<file path="src/rtl/trigger_capture_ctrl.sv">
// Capture sequencer: fills pre-trigger history, arms the channel stages, waits for the
// combined trigger, stores trig_pos post-trigger samples into the circular RAM, flags done.
module trigger_capture_ctrl #(
    parameter int unsigned ENTRIES = 384,
    localparam int unsigned AW = $clog2(ENTRIES)
) (
    input  logic          clk,
    input  logic          rst_n,
    input  logic [4:0]    ChTrig,
    input  logic          run,
    input  logic [AW-1:0] trig_pos,
    input  logic          wrt_smpl,
    input  logic          clr_done,
    output logic          set_armed,
    output logic          triggered,
    output logic          we,
    output logic [AW-1:0] waddr,
    output logic [AW-1:0] trig_addr,
    output logic          capture_done
);

    // Sample counter needs one extra bit: it may reach ENTRIES when tpos is 0.
    localparam int unsigned CW = AW + 1;
    localparam logic [AW-1:0] LAST = AW'(ENTRIES - 1);

    typedef enum logic [2:0] {
        S_IDLE,
        S_PRETRIG,
        S_ARMED,
        S_POSTTRIG,
        S_DONE
    } state_t;

    state_t        state, state_nxt;
    logic [AW-1:0] waddr_nxt, waddr_inc;
    logic [AW-1:0] trig_addr_nxt;
    logic [AW-1:0] tpos, tpos_nxt;
    logic [AW-1:0] post_cnt, post_nxt;
    logic [CW-1:0] smpl_cnt, smpl_nxt;
    logic          triggered_nxt, done_nxt;
    logic          trig_all;

    assign trig_all  = &ChTrig;
    assign waddr_inc = (waddr == LAST) ? '0 : waddr + AW'(1);
    assign we        = wrt_smpl & ((state == S_PRETRIG) | (state == S_ARMED) | (state == S_POSTTRIG));

    // State and datapath registers
    always_ff @(posedge clk or negedge rst_n) begin
        if (!rst_n) begin
            state        <= S_IDLE;
            waddr        <= '0;
            trig_addr    <= '0;
            tpos         <= '0;
            post_cnt     <= '0;
            smpl_cnt     <= '0;
            triggered    <= 1'b0;
            capture_done <= 1'b0;
            set_armed    <= 1'b0;
        end else begin
            state        <= state_nxt;
            waddr        <= waddr_nxt;
            trig_addr    <= trig_addr_nxt;
            tpos         <= tpos_nxt;
            post_cnt     <= post_nxt;
            smpl_cnt     <= smpl_nxt;
            triggered    <= triggered_nxt;
            capture_done <= done_nxt;
            set_armed    <= (state_nxt == S_ARMED);
        end
    end

    // Next-state and datapath update
    always_comb begin
        state_nxt     = state;
        waddr_nxt     = waddr;
        trig_addr_nxt = trig_addr;
        tpos_nxt      = tpos;
        post_nxt      = post_cnt;
        smpl_nxt      = smpl_cnt;
        triggered_nxt = triggered;
        done_nxt      = capture_done;

        if (we) begin
            waddr_nxt = waddr_inc;
        end

        case (state)
            S_IDLE: begin
                smpl_nxt = '0;
                tpos_nxt = (trig_pos > LAST) ? LAST : trig_pos;
                if (run) begin
                    state_nxt = S_PRETRIG;
                end
            end
            S_PRETRIG: begin
                if (!run) begin
                    state_nxt = S_IDLE;
                end else if (wrt_smpl) begin
                    smpl_nxt = smpl_cnt + CW'(1);
                    if (smpl_nxt == CW'(ENTRIES) - CW'(tpos)) begin
                        state_nxt = S_ARMED;
                    end
                end
            end
            S_ARMED: begin
                if (!run) begin
                    state_nxt     = S_IDLE;
                    triggered_nxt = 1'b0;
                end else if (trig_all) begin
                    triggered_nxt = 1'b1;
                    trig_addr_nxt = waddr_nxt;
                    post_nxt      = '0;
                    if (tpos == '0) begin
                        state_nxt = S_DONE;
                        done_nxt  = 1'b1;
                    end else begin
                        state_nxt = S_POSTTRIG;
                    end
                end
            end
            S_POSTTRIG: begin
                if (!run) begin
                    state_nxt     = S_IDLE;
                    triggered_nxt = 1'b0;
                end else if (wrt_smpl) begin
                    post_nxt = post_cnt + AW'(1);
                    if (post_nxt == tpos) begin
                        state_nxt = S_DONE;
                        done_nxt  = 1'b1;
                    end
                end
            end
            S_DONE: begin
                if (clr_done) begin
                    state_nxt     = S_IDLE;
                    done_nxt      = 1'b0;
                    triggered_nxt = 1'b0;
                end
            end
            default: begin
                state_nxt = S_IDLE;
            end
        endcase

        // Every return to IDLE starts the next capture from address 0.
        if (state_nxt == S_IDLE) begin
            waddr_nxt = '0;
            smpl_nxt  = '0;
        end
    end

endmodule
</file>
<file path="config.mk">
export PLATFORM = sky130hd
export DESIGN_NAME = trigger_capture_ctrl
export DESIGN_NICKNAME = d
export VERILOG_FILES = /design/src/rtl/trigger_capture_ctrl.sv
export SDC_FILE = /design/constraint.sdc
export NUM_CORES = 1
export LEC_CHECK = 0
export CORE_ASPECT_RATIO = 1.75
export CORE_MARGIN = 3
export CORE_UTILIZATION = 41
export DETAILED_ROUTE_END_ITERATION = 6
export HOLD_SLACK_MARGIN = 0.05
export PLACE_DENSITY_LB_ADDON = 0.1
export REMOVE_ABC_BUFFERS = 1
export SETUP_SLACK_MARGIN = 0.02
export SLEW_MARGIN = 10
export SYNTH_ARGS = -nofsm -noshare
export SYNTH_HDL_FRONTEND = slang
export SYNTH_SLANG_ARGS = --single-unit
</file>
<file path="constraint.sdc">
create_clock -name clk -period 7.9 [get_ports clk]
set_input_delay 1.58 -clock clk [delete_from_list [all_inputs] [get_ports clk]]
set_output_delay 1.58 -clock clk [all_outputs]
set_load 0.005 [all_outputs]
</file>
# Word level (Yosys, flattened, before mapping)
# Index checks and enable logic that the tools add are counted.
[word_totals]
elab_cells = 85
reg_bits = 52
input_bits = 19
out_inout_bits = 22
[classes]
addsub = 4
eq_ne = 19
reduce_logical = 12
muxes = 37
n_bitwise = 3
magnitude_cmp = 1
[ops]
columns = ["op", "count"]
rows = [
  ["$mux 9", 8],
  ["$mux 3", 11],
  ["$mux 10", 3],
  ["$pmux 10 s2", 1],
  ["$add 9x1->9 const B", 2],
  ["$pmux 9 s2", 1],
  ["$pmux 3 s5", 1],
  ["$ne 2x2->1 const B", 6],
  ["$add 10x1->10 const B", 1],
  ["$eq 10x10->1", 1],
  ["$mux 1", 10],
  ["$reduce_and 5->1", 2],
  ["$sub 9x9->10 const A", 1],
  ["$eq 3x2->1 const B", 3],
  ["$eq 9x9->1", 1],
  ["$eq 9x9->1 const B", 1],
  ["$gt 9x9->1 const B", 1],
  ["$logic_not 9->1", 1],
  ["$reduce_and 8->1", 1],
  ["$reduce_and 7->1", 1],
  ["$logic_not 3->1", 2],
  ["$ne 3x2->1 const B", 2],
  ["$pmux 1 s3", 2],
  ["$reduce_bool 3->1", 2],
  ["9 further kinds", 11],
]

# Logic depth before layout (Yosys ltp)
# Gate-level depths: netlist of the first run.
[logic_depth]
depth_word = 9
depth_mapped = 10
mapped_depth_nobuf = 9

# Worst setup path after synthesis of the first run
# Ideal clock, no wire load.
[synth_timing]
path_type = "input -> output"
start = "in wrt_smpl"
end = "out we"
path_slack_ns = 3.883
required_ns = 6.320
t_arrival_ns = 2.437
n_path_buf = 1
cell_stages = 2
path_cell_list = "clkbuf_1 > nor3b_1"
[synth_between]
elab_chain_len = 1
[synth_rtl]
columns = ["element", "line", "source"]
rows = [
  ["start, declared", "12", "input logic wrt_smpl,"],
  ["$and 1x1->1", "45", "assign we = wrt_smpl & ((state == S_PRETRIG) | (state == S_ARMED) | (state == S_POSTTRIG));"],
  ["end, declared", "16", "output logic we,"],
]
# No other way between the ends.

# Worst setup path in the final report of the first run
# Ends and elaborated chain as after synthesis.

==> out/results.tsv, run 1 <==
metric	value	unit
most frequent cells in the layout	dfrtp_1 (52), nor2_1 (41), clkdlybuf4s50_1 (39)	
clk_skew	0.01086	ns
routed vias	2768	
Final GP Congestion	0.8446	
Die ar.	0.009092	sq mm
initial core utilization	42.74	%
DP Cell Count	477	
first-pass GRT wire length	13280	um
htree depth	2	
GRT Util Overall	19.15	%
Ys Warns	0	
Hold WC Path Type	register to register	
clk_lat worst skew	0.30	ns
Data arrival, critical path	3.61	ns
CTS tree	built	
final critical-path required period	5.190	ns
setup bufs post-CTS	0	
Synth Cell Area	0.003257	sq mm
Mean Syn Cell Area	8.826	sq um
Async S/R FF share, synth	100.0	%
clk slew on worst S/H paths	0.07	ns
cells after synthesis	369	
largest net degree at the start of global routing	53	
CTS Buffer Depth	2	
CP Class	input pin to output port	
crit path max fanout	9	
initial antenna violation count	0	
Detailed Place HPWL	6037	um
vias per inst	5.707	
Non-Filler Instances	485	
final hold vios	0	
die span in x	73.38	um
# rows	42	
core area	0.007620	sq mm
final WL	8159	um
drt pass-1 iters	4	
post_cts resized	0	
hold slack	0.4984	ns
IO buf count	40	
WL per Instance	16.82	um
I/O Pins	41	
die height	123.9	um
CTS Root Buffer Type	clkbuf_16	
Tcrit/Tclk final	65.70	%
Hold Path Depth	1	
Area Growth Syn to Fin	18.13	%
unrepaired setup endpoints after global routing	false	
EDFF count, synth	0	
Netlist cell types	55	
pin slew with the least headroom to its limit	1.008	ns
Yosys reg bits	52	
LEAKAGE	1.583	nW
Worst Path Required	6.32	ns
Final Power	0.7016	mW
gr ovfl total	0	
share of cells above drive strength 1	7.305	%
slew margin rel.	32.51	%
post-route setup TNS	0	ns
Crit. End Element	output port	
fmax	192.7	MHz
Num CTS Buffers	5	
drc violations	0	
maxcap violations	0	
Worst VDD drop	0.0001306	V
Slew Limit Fails	0	
FF-to-FF path depth	9	
Detailed Route Iter0 Violations	140	
Nets	419	
sequential fraction of the synthesis area	39.95	%
count of final setup violators	0	
commonest non-fill, non-tap cell in the layout	dfrtp_1	
Hold Buf Count CTS	0	
run status	complete, no violations	
Setup crit start kind	input pin	
antenna cells	0	
Top FF cell, synth	dfrtp_1	
Sink Count	52	
vias in the first global route	2726	
PwrDens	182.4	mW/mm^2
final antenna-violating net count	0	
-- cell usage after synthesis (6+ instances only) --
master / number / area, sq um
clkbuf_1: 16 / 60.06
xnor2_1: 24 / 210.2
xor2_1: 8 / 70.07
nand2_1: 33 / 123.9
nand4_1: 6 / 37.54
nor3_1: 15 / 75.07
o21ai_0: 35 / 175.2
a21oi_1: 16 / 80.08
nor2b_1: 8 / 50.05
nor2_1: 41 / 153.9
dfrtp_1: 52 / 1301
or3_1: 6 / 37.54
nand3_1: 23 / 115.1
and3_1: 9 / 56.30
-- sequential cells by signal, indices dropped and copies added (netlist names) --
signal / cells
tpos: 9
capture_done: 1
waddr: 9
triggered: 1
smpl_cnt: 10
trig_addr: 9
set_armed: 1
post_cnt: 9
state: 3
-- final cells by class --
cell class / count / area, sq um
clock inverter: 2 / 35.03
clock buffer: 6 / 128.9
tap: 88 / 110.1
multi-input combinational: 293 / 1858
inverter: 3 / 11.26
timing repair buffer: 41 / 402.9
sequential: 52 / 1301
fill: 754 / 3772
-- stage by stage --
stage	worst slack [ns]	utilization (%)	instance area (sq um)
4_1_cts	2.702	50.49	3847
3_3_place_gp	2.719	48.34	3684
3_5_place_dp	2.688	48.34	3684
2_1_floorplan	4.130	-	3166
6_report	2.710	50.49	3847
5_1_grt	2.566	50.49	3847
-- critical path, stage by stage --
cell and delay (ns):
clkdlybuf4s50_1 0.65, nor3b_1 0.73, clkdlybuf4s50_1 0.65
-- report_power, final --
part | internal [mW] | switching [mW] | total [mW]
sequential | 0.280 | 0.0324 | 0.313
combinational | 0.0683 | 0.0722 | 0.141
clock | 0.149 | 0.0989 | 0.248
total | 0.498 | 0.204 | 0.702
-- cells by family after synthesis --
group	count (synthesis)	synth area share, %
buf+inv	24	3.150
xor+xnor	33	9.297
simple gates	165	26.47
fa+ha+maj	4	1.537
mux	7	2.343
compound gates	84	17.25
flops	52	39.95
-- worst paths after layout --
path                                 to         start  slack (ns)
setup / recovery                     we      wrt_smpl        2.71
hold / removal             capture_done  capture_done        0.50
setup reg to reg            smpl_cnt[2]       tpos[0]        4.31
hold reg to reg            capture_done  capture_done        0.50
max in group asynchronous  trig_addr[6]         rst_n        6.04
min in group asynchronous       tpos[5]         rst_n        1.41
-- routing by layer --
| metal | global-route usage [%] | up-vias | share of wire, % |
|---|---|---|---|
| li1 | - | 1366 | - |
| met1 | 20.78 | 1338 | 39 |
| met2 | 35.31 | 48 | 55 |
| met3 | 2.827 | 16 | 2.4 |
| met4 | 9.297 | 0 | 3.5 |
| met5 | 0 | - | 0 |
Power figures use the tool's default switching activity.
==> run 2, diff against run 1 <==
clock period = 4.73 ns   (was 7.9 ns; I/O delays follow)
==> out/results.tsv, run 2 (same netlist as run 1, synthesis figures left out) <==
metric	value	unit	change
clk_lat worst skew	0.29	ns	was 0.30 ns
most frequent cells in the layout	dfrtp_1 (52), nor2_1 (41), clkdlybuf4s50_1 (39)		unchanged
part of the power in registers	45.9	%	was 44.6%
IO buf count	40		unchanged
unrepaired setup endpoints after global routing	false		unchanged
crit path max fanout	9		unchanged
gr ovfl total	0		unchanged
switching pwr	0.3416	mW	was 0.2035 mW
Data arrival, critical path	2.53	ns	was 3.61 ns
first-pass GRT wire length	13340	um	was 13280 um
Detailed Route Iter0 Violations	91		was 140
final antenna-violating net count	0		unchanged
Area Growth Syn to Fin	18.36	%	was 18.13%
Slew Limit Fails	0		unchanged
vias in the first global route	2773		was 2726
fmax	287.9	MHz	
count of final setup violators	0		unchanged
Pint	0.7944	mW	was 0.4981 mW
Nets	422		was 419
Hold WC Path Type	register to register		unchanged
PwrDens	294.7	mW/mm^2	was 182.4 mW/mm^2
sw frac	30.07	%	was 29.01%
Worst Path Required	3.78	ns	was 6.32 ns
clk_skew	0.005576	ns	was 0.01086 ns
GRT Util Overall	19.10	%	was 19.15%
final non-filler cell area	0.003855	sq mm	was 0.003847 sq mm
CP cell instances	clkdlybuf4s50_1 > nor3b_1 > buf_4 > clkdlybuf4s50_1		was clkdlybuf4s50_1 > nor3b_1 > clkdlybuf4s50_1
CTS Root Buffer Type	clkbuf_16		unchanged
clock share of power	33.2	%	was 35.4%
routed vias	2739		was 2768
Setup crit start kind	input pin		unchanged
post_cts resized	0		unchanged
worst stage delay on the critical path	0.66	ns	was 0.73 ns
I/O Pins	41		unchanged
Detailed Place HPWL	6138	um	was 6037 um
# rows	42		unchanged
drt pass-1 iters	4		unchanged
final hold vios	0		unchanged
Final GP Congestion	0.8269		was 0.8446
Sink Count	52		unchanged
Die ar.	0.009092	sq mm	unchanged
slew margin rel.	35.18	%	was 32.51%
CP Class	input pin to output port		unchanged
Slowest cell on crit path	clkdlybuf4s50_1		was nor3b_1
hold slack	0.4977	ns	was 0.4984 ns
Tcrit/Tclk final	73.45	%	
fillers	752		was 754
WL per Instance	16.77	um	was 16.82 um
run status	complete, no violations		unchanged
maxcap violations	0		unchanged
LEAKAGE	1.594	nW	was 1.583 nW
commonest non-fill, non-tap cell in the layout	dfrtp_1		unchanged
Worst VDD drop	0.0001872	V	was 0.0001306 V
CTS tree	built		unchanged
vias per inst	5.613		was 5.707
drc violations	0		unchanged
antenna cells	0		unchanged
CTS Buffer Depth	2		unchanged
core area	0.007620	sq mm	unchanged
die span in x	73.38	um	unchanged
clk slew on worst S/H paths	0.07	ns	about the same
Logic pwr share	20.9	%	was 20.0%
die height	123.9	um	unchanged
final WL	8185	um	was 8159 um
share of cells above drive strength 1	8.250	%	was 7.305%
pin slew with the least headroom to its limit	0.9649	ns	was 1.008 ns
max reg flops	10		unchanged
post-route setup TNS	0	ns	unchanged
Num CTS Buffers	5		unchanged
setup bufs post-CTS	0		unchanged
largest net degree at the start of global routing	30		was 53
htree depth	2		unchanged
Biggest register	smpl_cnt		unchanged
final critical-path required period	3.474	ns	
area post-placement	0.003706	sq mm	was 0.003684 sq mm
initial core utilization	42.74	%	unchanged
most frequent CP cell	clkdlybuf4s50_1		unchanged
Hold Buf Count CTS	0		unchanged
initial antenna violation count	0		unchanged
Crit. End Element	output port		unchanged
[run 2: layout make-up]
| class | count | area [sq um] | area share, % |
|---|---|---|---|
| clock buffer | 6 | 138.9 | 3.603 |
| clock inverter | 2 | 10.01 | 0.2597 |
| inverter | 3 | 11.26 | 0.2921 |
| multi-input combinational | 293 | 1858 | 48.20 |
| sequential | 52 | 1301 | 33.76 |
| tap | 88 | 110.1 | 2.856 |
| timing repair buffer | 44 | 425.4 | 11.04 |
[run 2: per-stage QoR]
step                power, mW  instances  worst slack, ns  utilization (%)
floorplan              0.6771        348            1.845                -
global placement       0.7676        480            1.245            48.64
detailed placement     0.7715        480            1.256            48.64
CTS                     1.153        488            1.245            50.59
global route            1.198        488            1.174            50.59
finish                  1.136        488            1.256            50.59
[run 2: worst max-delay path: cells and delay by family]
family                 cells  cell delay, ns
buffers and inverters      3            1.35
and+or+nand+nor            1            0.23
[run 2: path summary, 6_finish.rpt]
| kind | from | cells after the start | to | slack [ns] |
|---|---|---|---|---|
| hold reg to reg | capture_done | 1 | capture_done | 0.50 |
| setup reg to reg | tpos[0] | 10 | smpl_cnt[6] | 1.66 |
| min in group asynchronous | rst_n | 1 | tpos[5] | 0.64 |
| setup / recovery | wrt_smpl | 4 | we | 1.26 |
| max in group asynchronous | rst_n | 2 | waddr[7] | 3.27 |
| hold / removal | capture_done | 1 | capture_done | 0.50 |
[run 2: layer usage]
| metal | global-route usage, % | share of wire (%) | up-vias | wire [um] |
|---|---|---|---|---|
| met5 | 0 | 0 | - | 0 |
| met4 | 8.390 | 3.0 | 0 | 245 |
| met3 | 2.989 | 1.9 | 14 | 154 |
| met2 | 36.04 | 56 | 42 | 4548 |
| met1 | 20.26 | 40 | 1309 | 3237 |
| li1 | - | - | 1374 | - |
[run 2: power groups by stage]
stage | logic [mW] | clock network [mW] | registers (mW)
global route | 0.268 | 0.403 | 0.527
floorplan | 0.166 | 0 | 0.511
detailed placement | 0.241 | 0 | 0.531
CTS | 0.242 | 0.390 | 0.522
global placement | 0.238 | 0 | 0.530
finish | 0.237 | 0.378 | 0.521
==> run 3, diff against run 2 <==
clock period = 2.8 ns   (was 4.73 ns; I/O delays follow)
==> out/results.tsv, run 3 (same netlist as run 1, synthesis figures left out) <==
metric	value	unit	change
run status	complete, no violations		unchanged
PwrDens	490.3	mW/mm^2	was 294.7 mW/mm^2
final hold vios	0		unchanged
# rows	42		unchanged
CTS Root Buffer Type	clkbuf_16		unchanged
Tcrit/Tclk final	93.77	%	
routed vias	2840		was 2739
switching pwr	0.6054	mW	was 0.3416 mW
slew margin rel.	53.57	%	was 35.18%
CP Class	register to register		was input pin to output port
Die ar.	0.009092	sq mm	unchanged
Area Growth Syn to Fin	23.01	%	was 18.36%
LEAKAGE	1.660	nW	was 1.594 nW
first-pass GRT wire length	14140	um	was 13340 um
clk_lat worst skew	0.30	ns	was 0.29 ns
final antenna-violating net count	0		unchanged
max reg flops	10		unchanged
FF-to-FF path depth	7		was 10
Sequential Area	0.001306	sq mm	was 0.001301 sq mm
die height	123.9	um	unchanged
Pint	1.359	mW	was 0.7944 mW
initial core utilization	42.74	%	unchanged
gr ovfl total	0		unchanged
hold slack	0.3868	ns	was 0.4977 ns
CTS Buffer Depth	2		unchanged
Setup crit start kind	register		was input pin
final WL	8230	um	was 8185 um
maxcap violations	0		unchanged
Detailed Route Iter0 Violations	151		was 91
initial antenna violation count	0		unchanged
fillers	734		was 752
Nets	437		was 422
WL per Instance	16.36	um	was 16.77 um
vias in the first global route	2948		was 2773
fmax	380.9	MHz	
Final Util	52.58	%	was 50.59%
Crit. End Element	register		was output port
core area	0.007620	sq mm	unchanged
most frequent cells in the layout	dfrtp_1 (48), nor2_1 (41), clkdlybuf4s50_1 (39)		was dfrtp_1 (52), nor2_1 (41), clkdlybuf4s50_1 (39)
Data arrival, critical path	2.84	ns	was 2.53 ns
unrepaired setup endpoints after global routing	false		unchanged
Biggest register	smpl_cnt		unchanged
IO buf count	40		unchanged
part of the power in registers	43.3	%	was 45.9%
clk_skew	0.01141	ns	was 0.005576 ns
sw frac	30.82	%	was 30.07%
vias per inst	5.646		was 5.613
I/O Pins	41		unchanged
pin slew with the least headroom to its limit	0.6965	ns	was 0.9649 ns
commonest non-fill, non-tap cell in the layout	dfrtp_1		unchanged
multi-input logic area	0.001879	sq mm	was 0.001858 sq mm
final critical-path required period	2.626	ns	
Worst VDD drop	0.0003597	V	was 0.0001872 V
setup bufs post-CTS	0		unchanged
count of final setup violators	0		unchanged
drt pass-1 iters	4		unchanged
CP startpoint	tpos[0]		was wrt_smpl
antenna cells	0		unchanged
crit path max fanout	5		was 9
clock share of power	32.2	%	was 33.2%
CTS tree	built		unchanged
share of cells above drive strength 1	13.49	%	was 8.250%
Final GP Congestion	0.8749		was 0.8269
Hold Buf Count CTS	0		unchanged
GRT Util Overall	19.98	%	was 19.10%
Worst Path Required	3.02	ns	was 3.78 ns
drc violations	0		unchanged
Num CTS Buffers	5		unchanged
Sink Count	52		unchanged
worst reg2reg path startpoint	tpos[0]		unchanged
largest net degree at the start of global routing	53		was 30
htree depth	2		unchanged
Hold WC Path Type	input pin to async pin		was register to register
die span in x	73.38	um	unchanged
Detailed Place HPWL	6118	um	was 6138 um
clk slew on worst S/H paths	0.07	ns	about the same
Slew Limit Fails	0		unchanged
Logic pwr share	24.5	%	was 20.9%
run 3: cell types whose count changed in the layout (fill, tap and decap cells not counted), sizes merged:
cell      previous run  this run
buf                  5        20
clkinvlp             0         2
clkbuf               6         5
clkinv               2         1
run 3: per-stage QoR:
| stage | setup WS, ns | area [sq um] | TNS, ns | std cells | total power [mW] |
|---|---|---|---|---|---|
| global placement | -0.01396 | 3831 | -0.01396 | 495 | 1.333 |
| CTS | 0.05187 | 3981 | 0 | 503 | 1.978 |
| floorplan | -0.08481 | 3166 | -0.7632 | 348 | 1.144 |
| global route | 0.02608 | 4006 | 0 | 503 | 2.062 |
| finish | 0.1744 | 4006 | 0 | 503 | 1.964 |
| detailed placement | -0.004549 | 3831 | -0.004549 | 495 | 1.340 |
run 3: power groups by stage:
stage / combinational (mW) / clock (mW) / sequential [mW]
2_1_floorplan: 0.281 / 0 / 0.863
3_3_place_gp: 0.469 / 0 / 0.864
3_5_place_dp: 0.476 / 0 / 0.865
4_1_cts: 0.479 / 0.649 / 0.850
5_1_grt: 0.535 / 0.668 / 0.859
6_report: 0.481 / 0.632 / 0.851
run 3: worst max-delay path: stages, from the launching register on:
cell	delay, ns
dfrtp_1	0.46
or4_1	0.64
or3_1	0.40
and3_1	0.20
a2111oi_2	0.29
nand4_1	0.17
a21o_2	0.25
a21oi_1	0.14
run 3: worst paths after layout:
check	endpoint	slack, ns
worst max-delay path	set_armed	0.17
min in group clk	capture_done	0.50
worst min-delay path	smpl_cnt[2]	0.39
max in group asynchronous	post_cnt[1]	1.91
worst min register to register	capture_done	0.50
worst max register to register	set_armed	0.17
run 3: what timing repair did:
| item | 4_1_cts | 5_1_grt |
|---|---|---|
| pin swaps | 0 | 3 |
| gates cloned | 0 | 0 |
| endpoints found under the setup margin | 1 | 22 |
| resized for setup | 1 | 8 |
run 3: area by class of cell:
class / instances / share of cell area, %
clock buffer: 5 / 3.123
clock inverter: 3 / 0.5934
inverter: 3 / 0.2811
multi-input combinational: 293 / 46.91
sequential: 52 / 32.60
tap: 88 / 2.748
timing repair buffer: 59 / 13.74
run 3: layer usage:
layer / vias up / GRT usage [%] / wire [um]
met3: 15 / 3.393 / 191
met4: 0 / 8.390 / 225
met5: - / 0 / 0
li1: 1400 / - / -
met1: 1383 / 22.46 / 3316
met2: 42 / 36.32 / 4496
